[src/rtl/stream_arb_pkg.sv]
// Shared types and constants for the packet-aware 2:1 stream arbiter.
// The state enum and the source encoding used on sel_o live here.
package stream_arb_pkg;

  typedef enum logic [1:0] {
    ARB_IDLE,
    ARB_LOCK_A,
    ARB_LOCK_B
  } arb_state_e;

  localparam logic SEL_A = 1'b0;
  localparam logic SEL_B = 1'b1;

endpackage

[src/rtl/stream_out_reg.sv]
// One-entry valid/ready output register carrying {data, last, sel}.
// It loads whenever it is empty or being drained, so drain and reload share a cycle.
module stream_out_reg #(
  parameter int BIT_WIDTH = 8
) (
  input  logic                 i_clk,
  input  logic                 i_rst_n,
  input  logic                 i_valid,
  input  logic [BIT_WIDTH-1:0] i_data,
  input  logic                 i_last,
  input  logic                 i_sel,
  output logic                 o_load,
  output logic                 o_valid,
  output logic [BIT_WIDTH-1:0] o_data,
  output logic                 o_last,
  output logic                 o_sel,
  input  logic                 i_ready
);

  logic                 r_valid;
  logic [BIT_WIDTH-1:0] r_data;
  logic                 r_last;
  logic                 r_sel;

  assign o_load = !r_valid || i_ready;

  // Payload only changes on a new beat so it stays put while stalled or empty.
  always_ff @(posedge i_clk or negedge i_rst_n) begin
    if (!i_rst_n) begin
      r_valid <= 1'b0;
      r_data  <= '0;
      r_last  <= 1'b0;
      r_sel   <= 1'b0;
    end else if (o_load) begin
      r_valid <= i_valid;
      if (i_valid) begin
        r_data <= i_data;
        r_last <= i_last;
        r_sel  <= i_sel;
      end
    end
  end

  assign o_valid = r_valid;
  assign o_data  = r_data;
  assign o_last  = r_last;
  assign o_sel   = r_sel;

endmodule

[src/rtl/stream_arb_2to1.sv]
// Packet-aware round-robin arbiter merging streams A and B through one output register.
// A granted packet keeps the grant until its last beat; priority flips after every packet.
module stream_arb_2to1
  import stream_arb_pkg::*;
#(
  parameter int BIT_WIDTH = 8
) (
  input  logic                 clk_i,
  input  logic                 rst_ni,
  input  logic                 a_valid_i,
  input  logic [BIT_WIDTH-1:0] a_data_i,
  input  logic                 a_last_i,
  output logic                 a_ready_o,
  input  logic                 b_valid_i,
  input  logic [BIT_WIDTH-1:0] b_data_i,
  input  logic                 b_last_i,
  output logic                 b_ready_o,
  output logic                 y_valid_o,
  output logic [BIT_WIDTH-1:0] y_data_o,
  output logic                 y_last_o,
  input  logic                 y_ready_i,
  output logic                 sel_o
);

  arb_state_e           r_state;
  arb_state_e           w_state_next;
  logic                 r_prio;
  logic                 w_prio_next;
  logic                 w_load;
  logic                 w_a_grant;
  logic                 w_b_grant;
  logic                 w_a_fire;
  logic                 w_b_fire;
  logic                 w_in_valid;
  logic [BIT_WIDTH-1:0] w_in_data;
  logic                 w_in_last;
  logic                 w_in_sel;

  always_ff @(posedge clk_i or negedge rst_ni) begin
    if (!rst_ni) begin
      r_state <= ARB_IDLE;
      r_prio  <= SEL_A;
    end else begin
      r_state <= w_state_next;
      r_prio  <= w_prio_next;
    end
  end

  // Grant selection and packet tracking; a locked packet ignores the other source entirely.
  always_comb begin
    w_state_next = r_state;
    w_prio_next  = r_prio;
    w_a_grant    = 1'b0;
    w_b_grant    = 1'b0;
    case (r_state)
      ARB_IDLE: begin
        if (a_valid_i && (!b_valid_i || r_prio == SEL_A)) begin
          w_a_grant = 1'b1;
        end else if (b_valid_i) begin
          w_b_grant = 1'b1;
        end
      end
      ARB_LOCK_A: w_a_grant = 1'b1;
      ARB_LOCK_B: w_b_grant = 1'b1;
      default: w_state_next = ARB_IDLE;
    endcase
    if (w_a_fire) begin
      if (a_last_i) begin
        w_state_next = ARB_IDLE;
        w_prio_next  = SEL_B;
      end else begin
        w_state_next = ARB_LOCK_A;
      end
    end else if (w_b_fire) begin
      if (b_last_i) begin
        w_state_next = ARB_IDLE;
        w_prio_next  = SEL_A;
      end else begin
        w_state_next = ARB_LOCK_B;
      end
    end
  end

  // Readies are forced low while reset is held so nothing is accepted during reset.
  assign a_ready_o  = rst_ni && w_load && w_a_grant;
  assign b_ready_o  = rst_ni && w_load && w_b_grant;
  assign w_a_fire   = a_valid_i && a_ready_o;
  assign w_b_fire   = b_valid_i && b_ready_o;
  assign w_in_valid = w_a_fire || w_b_fire;
  assign w_in_data  = w_b_fire ? b_data_i : a_data_i;
  assign w_in_last  = w_b_fire ? b_last_i : a_last_i;
  assign w_in_sel   = w_b_fire ? SEL_B : SEL_A;

  stream_out_reg #(
    .BIT_WIDTH(BIT_WIDTH)
  ) u_out_reg (
    .i_clk   (clk_i),
    .i_rst_n (rst_ni),
    .i_valid (w_in_valid),
    .i_data  (w_in_data),
    .i_last  (w_in_last),
    .i_sel   (w_in_sel),
    .o_load  (w_load),
    .o_valid (y_valid_o),
    .o_data  (y_data_o),
    .o_last  (y_last_o),
    .o_sel   (sel_o),
    .i_ready (y_ready_i)
  );

endmodule

[config.mk]
export PLATFORM = sky130hd
export DESIGN_NAME = stream_arb_2to1
export DESIGN_NICKNAME = d
export VERILOG_FILES = /design/src/rtl/stream_arb_pkg.sv /design/src/rtl/stream_out_reg.sv /design/src/rtl/stream_arb_2to1.sv
export SDC_FILE = /design/constraint.sdc
export NUM_CORES = 1
export LEC_CHECK = 0
export BUFFER_PORTS_ARGS = -buffer_cell sky130_fd_sc_hd__buf_2
export CAP_MARGIN = 20
export CORE_ASPECT_RATIO = 1.4
export CORE_MARGIN = 1
export CORE_UTILIZATION = 35
export CTS_CLUSTER_DIAMETER = 80
export DETAILED_ROUTE_END_ITERATION = 16
export HOLD_SLACK_MARGIN = 0.05
export PLACE_DENSITY = 0.72
export SLEW_MARGIN = 10
export SYNTH_ARGS = -nofsm -noshare
export SYNTH_HDL_FRONTEND = slang
export SYNTH_SLANG_ARGS = --single-unit
[constraint.sdc]
create_clock -name clk_i -period 3.52 [get_ports clk_i]
set_input_delay 0.352 -clock clk_i [delete_from_list [all_inputs] [get_ports clk_i]]
set_output_delay 0.352 -clock clk_i [all_outputs]
set_load 0.02 [all_outputs]
==> flow_summary.yaml <==
place:
  dp_slack_ns: 1.87
  port_buffers: 35
  detailed_place_hpwl_mm: 1.21
  gp_congestion: 0.743
  placed_area_um2: 911
  place_inst: 133
route:
  wirelength_mm: 1.58
  firstDrtPassIters: 4
  viasPerCell: 4.90
  drcViolationCount: 0
  drtAntennaViolNets: 0
  wl_per_cell_um: 11.4
  vias: 676
  drt_iter0_markers: 9
yosys:
  synth_area_um2: 751
  synth_ff_type: "dfrtp_1"
  seq_area_frac_synth_pct: 46.7
  ys_warn_count: 0
  synth_top_area_share_pct: 46.7
  synth-edff-count: 0
  synth-seq-cells: 14
  synthArstFlopShare_pct: 100
  syn-instance-count: 81
  syn-num-nets: 104
  yosys.area.top_type: "dfrtp_1"
  ys_types: 22
  syn_area_per_cell_um2: 9.27
  synthTopCellsByArea: "dfrtp_1, nand2_1, a31oi_1"
  yosysMostFrequentCell: "nand2_1"
  synthTopCellsByCount: "nand2_1, dfrtp_1, nor2_1"
setup_path:
  critPathKind: "input pin to output pin"
  crit_path_end_kind: "output pin"
  cp.required_ns: 3.17
  cp-start-kind: "input pin"
  crit_path_max_fanout: 18
  cp.arrival_ns: 1.80
pwr:
  leakage_nw: 0.473
  power.density_nw_per_um2: 758
  peakVddDrop_mv: 0.423
global_routing:
  grt.total_usage_pct: 15.0
  grt_overflow: 0
  antenna_found_initial: 0
  grt_pass1_vias: 568
  grt_pass1_wl_mm: 2.44
  grt_max_degree: 23
sta:
  rsz0062_at_grt: "no"
  final_hold_viol_count: 0
  hold_ws_ns: 0.327
  finalSetupViolCount: 0
  fin_ws_ns: 1.36
  skew_ns: 0.00437
  final.setup.tns_ns: 0
  relSlewSlack_pct: 64.0
  finalCritPeriodShare_pct: 61.3
  drv_slew: 0
  max_freq_mhz: 464
  tightest_slew_ns: 0.540
  finalCriticalPeriod_ns: 2.16
cts:
  cts-buffers-inserted: 3
  cts_num_sinks: 14
  clk_latency_ns: 0.27
  cts_root_buf: "clkbuf_4"
  clk_pin_slew_ns: 0.08
  cts_tree: "yes"
  cts_max_level: 1
  cts.path.max_buffers: 2
  cts-resized-gates: 0
min_path:
  hp-class: "input pin to flop"
floorplanning:
  die_area_um2: 2340
  rows: 19
  start_util_pct: 37.6
  coreArea_um2: 2000
  die_x_um: 41.1
  die_h_um: 56.8
  io_pins: 36
layout:
  final-instance-count-excl-fill: 138
  nets: 141
  finish.instance_area_um2: 957
  antennaDiodeCount: 0
  drive_gt1_share_pct: 38.5
  area_delta_synth_final_pct: 27.5
  n_fill_cell: 217
run:
  drv_cap: 0
status:
  status: "completed"
-- critical path: stages --
cell and delay, ns:
dlygate4sd3_1 0.52, buf_2 0.35, nand2_1 0.19, nor3_1 0.20, buf_2 0.19
-- metrics by stage --
step | util, % | total power, W
floorplan | - | 0.000528
global placement | 45.6 | 0.000614
detailed placement | 45.6 | 0.000624
CTS | 47.9 | 0.000735
global route | 47.9 | 0.000778
finish | 47.9 | 0.000726
-- sequential cells by signal, summed over array words and instances (netlist names) --
name	count
r_prio	1
r_state	2
u_out_reg.o_data	8
u_out_reg.o_last	1
u_out_reg.o_sel	1
u_out_reg.o_valid	1
-- repair_timing --
| action | in CTS | in global routing |
|---|---|---|
| endpoints found under the hold margin | 14 | 0 |
| setup buffers | 0 | 0 |
| hold buffers | 1 | 0 |
-- cells in the final DEF (no fill, tap or decap), drive strengths merged --
master / Yosys / layout
o21ai: 1 / 1
buf: 4 / 35
a31oi: 9 / 9
o22ai: 1 / 1
nand3: 2 / 2
dfrtp: 14 / 14
o211a: 1 / 1
clkbuf: 0 / 4
nand2: 20 / 20
dlygate4sd3: 0 / 1
nand2b: 3 / 3
mux2i: 1 / 1
a21o: 1 / 1
o21a: 1 / 1
o32ai: 1 / 1
nor3: 2 / 2
nor2: 11 / 11
a21oi: 5 / 5
inv: 2 / 2
nor2b: 2 / 2
-- layer usage --
layer	vias to the layer above	wire [µm]	global-route usage [%]
met5	-	0	0
met4	0	21	4.15
met3	2	71	4.74
met2	21	809	23.4
met1	304	675	19.2
li1	349	-	-
-- cell type report --
class / count / area, µm² / area share [%]
inverter: 2 / 7.51 / 0.784
timing repair buffer: 36 / 185 / 19.3
tap: 21 / 26.3 / 2.75
multi-input combinational: 61 / 352 / 36.7
clock buffer: 4 / 36.3 / 3.79
sequential: 14 / 350 / 36.6
-- cells by family (layout without fill, tap and decap cells) --
| group | after synthesis | count (layout) | synth area share, % |
|---|---|---|---|
| muxes | 1 | 1 | 1.33 |
| and+or+nand+nor | 40 | 40 | 24.3 |
| DFF | 14 | 14 | 46.7 |
| AOI/OAI and AO/OA | 20 | 20 | 21.2 |
| buffers and inverters | 6 | 42 | 6.50 |
-- path summary, 6_finish.rpt --
| check | startpoint | end | slack (ns) | cells after the start |
|---|---|---|---|---|
| worst max register to register | r_prio$_DFFE_PN0P_ | u_out_reg.o_data[7]$_DFFE_PN0P_ | 2.02 | 4 |
| min in group asynchronous | rst_ni | u_out_reg.o_data[7]$_DFFE_PN0P_ | 0.53 | 2 |
| max in group asynchronous | rst_ni | u_out_reg.o_data[6]$_DFFE_PN0P_ | 2.71 | 2 |
| worst max-delay path | rst_ni | a_ready_o | 1.36 | 5 |
| worst min-delay path | a_data_i[5] | u_out_reg.o_data[5]$_DFFE_PN0P_ | 0.33 | 3 |
| worst min register to register | u_out_reg.o_valid$_DFFE_PN0N_ | u_out_reg.o_valid$_DFFE_PN0N_ | 0.51 | 1 |
-- report_power, final --
group | internal (W) | leakage [nW] | switching (W) | total (W)
clock network | 0.0000627 | 0.0210 | 0.0000483 | 0.000111
registers | 0.000229 | 0.163 | 0.0000544 | 0.000284
logic | 0.000127 | 0.289 | 0.000204 | 0.000331
total | 0.000419 | 0.473 | 0.000307 | 0.000726
Power figures use the tool's default switching activity.
